$ cat src/rtl/cpu_pkg.sv
// Types and constants shared by the CPU front-end blocks.
package cpu_pkg;

    typedef enum logic [2:0] {
        IDLE,
        FETCH,
        DRAIN,
        FULL,
        FAULT
    } ifetch_state_t;

    localparam logic [3:0] BYTEENABLE_ALL = 4'hF;
    localparam int         INSTR_W        = 32;

endpackage

$ cat src/rtl/byte_swap32.sv
// Reverses the byte order of a 32-bit word (little-endian fabric to big-endian core).
module byte_swap32 (
    input  logic [31:0] data_in,
    output logic [31:0] data_out
);

    for (genvar gi = 0; gi < 4; gi++) begin : g_byte
        assign data_out[8*gi +: 8] = data_in[8*(3-gi) +: 8];
    end

endmodule

$ cat src/rtl/avalon_ifetch.sv
// Instruction fetch: one Avalon-MM read per PC value, one-entry buffer towards decode.
// Optional byte reversal of fetched words is enabled by defining IFETCH_ENDIAN_SWAP_EN.
module avalon_ifetch
    import cpu_pkg::*;
#(
    parameter int ADDR_W = 32,
    parameter int DATA_W = 32
) (
    input  logic               clk,
    input  logic               reset,
    input  logic [ADDR_W-1:0]  instr_address,
    input  logic               flush,
    output logic               pc_advance,
    output logic [ADDR_W-1:0]  avm_address,
    output logic               avm_read,
    output logic [3:0]         avm_byteenable,
    input  logic               avm_waitrequest,
    input  logic [INSTR_W-1:0] avm_readdata,
    output logic [INSTR_W-1:0] instr,
    output logic               instr_valid,
    input  logic               instr_ready,
    output logic               fetch_fault
);

    if (DATA_W != INSTR_W) begin : g_bad_data_w
        $error("avalon_ifetch: DATA_W must be 32");
    end

    ifetch_state_t      state_reg, state_next;
    logic [ADDR_W-1:0]  addr_reg;
    logic [INSTR_W-1:0] instr_reg;
    logic [INSTR_W-1:0] fetch_data;

`ifdef IFETCH_ENDIAN_SWAP_EN
    byte_swap32 u_swap (
        .data_in  (avm_readdata),
        .data_out (fetch_data)
    );
`else
    assign fetch_data = avm_readdata;
`endif

    // The address is latched only in IDLE, so PC movement never disturbs an open read.
    always_ff @(posedge clk or negedge reset) begin
        if (!reset) begin
            state_reg <= IDLE;
            addr_reg  <= '0;
            instr_reg <= '0;
        end else begin
            state_reg <= state_next;
            if (state_reg == IDLE)
                addr_reg <= instr_address;
            if (pc_advance)
                instr_reg <= fetch_data;
        end
    end

    always_comb begin
        state_next = state_reg;
        pc_advance = 1'b0;
        case (state_reg)
            IDLE: begin
                if (instr_address[1:0] != 2'b00)
                    state_next = FAULT;
                else
                    state_next = FETCH;
            end
            FETCH: begin
                if (!avm_waitrequest) begin
                    if (!flush) begin
                        pc_advance = 1'b1;
                        state_next = FULL;
                    end else begin
                        state_next = IDLE;
                    end
                end else if (flush) begin
                    // A stalled read cannot be withdrawn; finish it and discard the data.
                    state_next = DRAIN;
                end
            end
            DRAIN: begin
                if (!avm_waitrequest)
                    state_next = IDLE;
            end
            FULL: begin
                if (flush || instr_ready)
                    state_next = IDLE;
            end
            FAULT: begin
                state_next = FAULT;
            end
            default: begin
                state_next = IDLE;
            end
        endcase
    end

    assign avm_read       = (state_reg == FETCH) || (state_reg == DRAIN);
    assign avm_address    = addr_reg;
    assign avm_byteenable = BYTEENABLE_ALL;
    assign instr          = instr_reg;
    assign instr_valid    = (state_reg == FULL);
    assign fetch_fault    = (state_reg == FAULT);

endmodule

$ cat config.mk
export PLATFORM = sky130hd
export DESIGN_NAME = avalon_ifetch
export DESIGN_NICKNAME = d
export VERILOG_FILES = /design/src/rtl/cpu_pkg.sv /design/src/rtl/byte_swap32.sv /design/src/rtl/avalon_ifetch.sv
export SDC_FILE = /design/constraint.sdc
export NUM_CORES = 1
export LEC_CHECK = 0
export CAP_MARGIN = 20
export CORE_UTILIZATION = 42
export DETAILED_ROUTE_END_ITERATION = 10
export PLACE_DENSITY = 0.95
export SKIP_CTS_REPAIR_TIMING = 1
export SYNTH_ARGS = -nofsm -noshare
export SYNTH_HDL_FRONTEND = slang
export SYNTH_HIERARCHICAL = 1
export SYNTH_SLANG_ARGS = --single-unit
$ cat constraint.sdc
create_clock -name clk -period 5.1 [get_ports clk]
set_clock_uncertainty 0.05 [all_clocks]
set_input_delay 1.53 -clock clk [delete_from_list [all_inputs] [get_ports clk]]
set_output_delay 1.53 -clock clk [all_outputs]
set_load 0.005 [all_outputs]
; Word-level counts from Yosys, hierarchy flattened
; Cells that the tools add are included.
[word_totals]
ff_bits = 67
input_bits = 69
out_inout_bits = 72
[op_classes]
eq_ne = 7
n_mux = 10
reduce_logical = 5
[ops]
columns = cell, n
row1 = $mux 3, 5
row2 = $pmux 3 s5, 1
row3 = $eq 3x2->1 const B, 2
row4 = $eq 3x1->1 const B, 1
row5 = $eq 3x3->1 const B, 1
row6 = $logic_not 3->1, 1
row7 = $mux 1, 3
row8 = $ne 3x3->1 const B, 1
row9 = $reduce_and 3->1, 1
row10 = $logic_or 1x1->1, 2
row11 = $mux 2, 1
row12 = $ne 2x1->1 const B, 1
row13 = $ne 2x2->1 const B, 1
row14 = $reduce_bool 2->1, 1

; Longest topological paths before layout
[logic_depth]
word_depth = 3
depth_mapped = 4

; Worst setup path before layout
; OpenSTA, ideal clock, no wires.
[synth_timing]
kind = input -> output
startpoint = input port flush
endpoint = output port pc_advance
t_arrival_ns = 2.147
required_time_ns = 3.520
slack_ns = 1.373
path_stages = 2
path_buffers = 1
cell_sequence = nor4_4 buf_6
[synth_between]
elab_chain_len = 3
[synth_lines]
columns = item, line
row1 = from (decl), avalon_ifetch.sv:12  ; input logic flush,
row2 = $mux 1, avalon_ifetch.sv:70  ; if (!flush) begin
row3 = $mux 1, avalon_ifetch.sv:69  ; if (!avm_waitrequest) begin
row4 = $mux 1, avalon_ifetch.sv:61  ; case (state_reg)
row5 = to (decl), avalon_ifetch.sv:13  ; output logic pc_advance,
; No other way between the ends.

; Final worst setup path
; Same ends and word-level chain as after synthesis.

==> results.json <==
{
  "synthAdderAreaFrac_pct": 0,
  "synthCells": 162,
  "cts-buffers-inserted": 9,
  "crit_type": "input port to output port",
  "critical_path_arrival_ns": 2.88,
  "ys_ff_latch": 67,
  "wl_per_cell_um": 15.4,
  "clk_pin_slew_worst_paths_ns": 0.06,
  "grt_overflow_total": 0,
  "start_kind": "input port",
  "synth_top_area_cell": "dfrtp_1",
  "met2_usage_pct": 33.3,
  "antenna_cells": 0,
  "synth_compound_area_share_pct": 1.05,
  "fin_crit_sh_pct": 87.5,
  "cts_sinks": 67,
  "hold_end": "instr[2]",
  "yosys-top-cells-count": "dfrtp_1 (67), mux2_2 (60), buf_2 (4), buf_4 (4), mux2_1 (4)",
  "hp-class": "flop to flop",
  "clockBufferDepth": 2,
  "clock_latency_ns": 0.32,
  "crit_required_ns": 3.52,
  "status": "finished clean",
  "leakagePower_uw": 0.00179,
  "pin_count": 141,
  "cap_viol_max_count": 0,
  "synth_area_leaders": "dfrtp_1 (64%), mux2_2 (26%), mux2_1 (1.7%), buf_6 (1.3%), buf_4 (1.1%)",
  "area_growth_pct": 60.9,
  "maxSlewViolCount": 0,
  "fin_nets": 373,
  "synth_top_family_by_area": "multiplexers",
  "fin_hold_ws_ns": 0.439,
  "synth_edf_count": 0,
  "p_switching_uw": 346,
  "use_met3_pct": 4.49,
  "h-tree-depth": 3,
  "r2r_slack_ns": 3.23,
  "yosysMostFrequentCell": "dfrtp_1",
  "max_freq_ghz": 0.224,
  "ys_async_sr_fraction_pct": 100,
  "p_sw_share_pct": 22.5,
  "clockPowerShare_pct": 27.2,
  "viasPerCell": 4.82,
  "setup_tns_ns": 0,
  "drc_errors": 0,
  "yosysUniqueCellTypes": 21,
  "ir_drop_mv": 0.257,
  "place.gp.congestion": 0.805,
  "met1_usage_pct": 21.1,
  "grt_max_degree": 38,
  "grt_pass1_wl_um": 9030,
  "yosys.area_share.simple_pct": 3.01,
  "vias": 1850,
  "core_area_mm2": 0.00596,
  "max_slew_margin_pct": 55.6,
  "worstReg2RegStart": "state_reg[2]",
  "netlist.area_leader.share_pct": 64.1,
  "grt.busiest_layer": "met2",
  "r2r_cells": 4,
  "antenna_found_initial": 0,
  "start_util_pct": 43.9,
  "placed_cell_area_mm2": 0.00402,
  "numPortBuffers": 136,
  "rsz0062_at_grt": "false",
  "tightestPinTransition_ns": 0.667,
  "combPwrFrac_pct": 27.1,
  "worstSetupEndpointType": "output port",
  "wl_um": 5900,
  "worstPathMaxFanout": 4,
  "dieArea_mm2": 0.00655,
  "syn_area_mm2": 0.00262,
  "hpwl_um": 4400,
  "design_area_mm2": 0.00421,
  "grt_pass1_vias": 1978,
  "dr.pass1.iters": 3,
  "finish.utilization_pct": 70.7,
  "p_total_uw": 1540,
  "hold_start": "instr[2]",
  "die_h_um": 80.9,
  "p_int_uw": 1190,
  "period_needed_ns": 4.46,
  "timing.rr.end": "instr[7]",
  "ant_nets": 0,
  "fp-row-count": 28,
  "synth_area_per_cell_um2": 16.1,
  "die_width_um": 80.9,
  "track_usage_pct": 18.6,
  "seqPwrFrac_pct": 45.7,
  "synthXorXnorAreaFrac_pct": 0.670,
  "root_buffer": "clkbuf_8",
  "setup_viol": 0,
  "cts_tree": "done",
  "whs_path_depth": 1,
  "ys.flop_type": "dfrtp_1",
  "hold_violations": 0,
  "yosysSeqAreaShare_pct": 64.1,
  "drive_gt1_share_pct": 25.2,
  "yosysWarnings": 6,
  "synth_mux_area_share_pct": 27.5,
  "power_density_mw_per_mm2": 365,
  "first_iter_violations": 54
}
==> layer usage <==
layer  wire length [um]  part of all wire (%)  up-vias
met5                  0                     0        -
met4                 82                   1.4        0
met3                366                   6.2        8
met2               3130                    53       71
met1               2320                    39      923
li1                   -                     -      848
==> through the flow <==
| step | setup WS (ns) | std cells |
|---|---|---|
| 6_report | 0.636 | 384 |
| 3_5_place_dp | 0.646 | 368 |
| 3_3_place_gp | 0.645 | 368 |
| 2_1_floorplan | 1.37 | 165 |
| 4_1_cts | 0.632 | 384 |
| 5_1_grt | 0.578 | 384 |
==> power groups by stage <==
stage          Combinational [uW]  Clock (uW)  Sequential (uW)
3_3_place_gp                  412           0              703
2_1_floorplan                98.7           0              717
5_1_grt                       445         456              718
3_5_place_dp                  421           0              713
6_report                      416         419              703
4_1_cts                       424         430              704
==> final cells by class <==
cell class	instances	area, um^2
Fill cell	423	1750
Sequential cell	67	1680
Timing Repair Buffer	139	1380
Multi-Input combinational cell	85	866
Clock buffer	14	153
Tap cell	75	93.8
Clock inverter	2	35.0
Inverter	2	7.51
==> logic make-up (layout without fill, tap and decap cells) <==
group	count (synthesis)	count (layout)
AOI/OAI and AO/OA	4	4
xor gates and xnor gates	2	2
buffers and inverters	13	157
DFF	67	67
muxes	64	64
other	1	4
and+or+nand+nor	11	11
==> how the worst max path moves through the flow <==
| stage | start | end | slack [ns] | cells after the start |
|---|---|---|---|---|
| after floorplan | flush | pc_advance | 1.37 | 2 |
| after global placement | flush | pc_advance | 0.65 | 3 |
| after detailed placement | flush | pc_advance | 0.65 | 3 |
| after CTS | flush | pc_advance | 0.63 | 3 |
| after global routing | flush | pc_advance | 0.58 | 3 |
| final | flush | pc_advance | 0.64 | 3 |
==> cell usage in the layout, fill, tap and decap left out <==
| cell | n |
|---|---|
| mux2_1 | 4 |
| dfrtp_1 | 67 |
| nor2_1 | 2 |
| nand2_1 | 1 |
| buf_4 | 3 |
| a211o_1 | 1 |
| xnor2_1 | 2 |
| conb_1 | 4 |
| buf_2 | 1 |
| inv_1 | 2 |
| nor3_1 | 2 |
| clkdlybuf4s50_1 | 135 |
| clkbuf_8 | 10 |
| or3_1 | 1 |
| nor3_4 | 1 |
| a21oi_1 | 2 |
| or4_1 | 1 |
| bufinv_16 | 1 |
| nand2b_1 | 1 |
| and3_1 | 1 |
| clkinv_2 | 1 |
| a311oi_1 | 1 |
| mux2_2 | 60 |
| nor4_4 | 1 |
| clkbuf_1 | 4 |
==> worst max-delay path, cell delays in order <==
cell and delay, ns:
clkdlybuf4s50_1 0.50, nor4_4 0.30, clkdlybuf4s50_1 0.55
(Power assumes the default switching activity.)
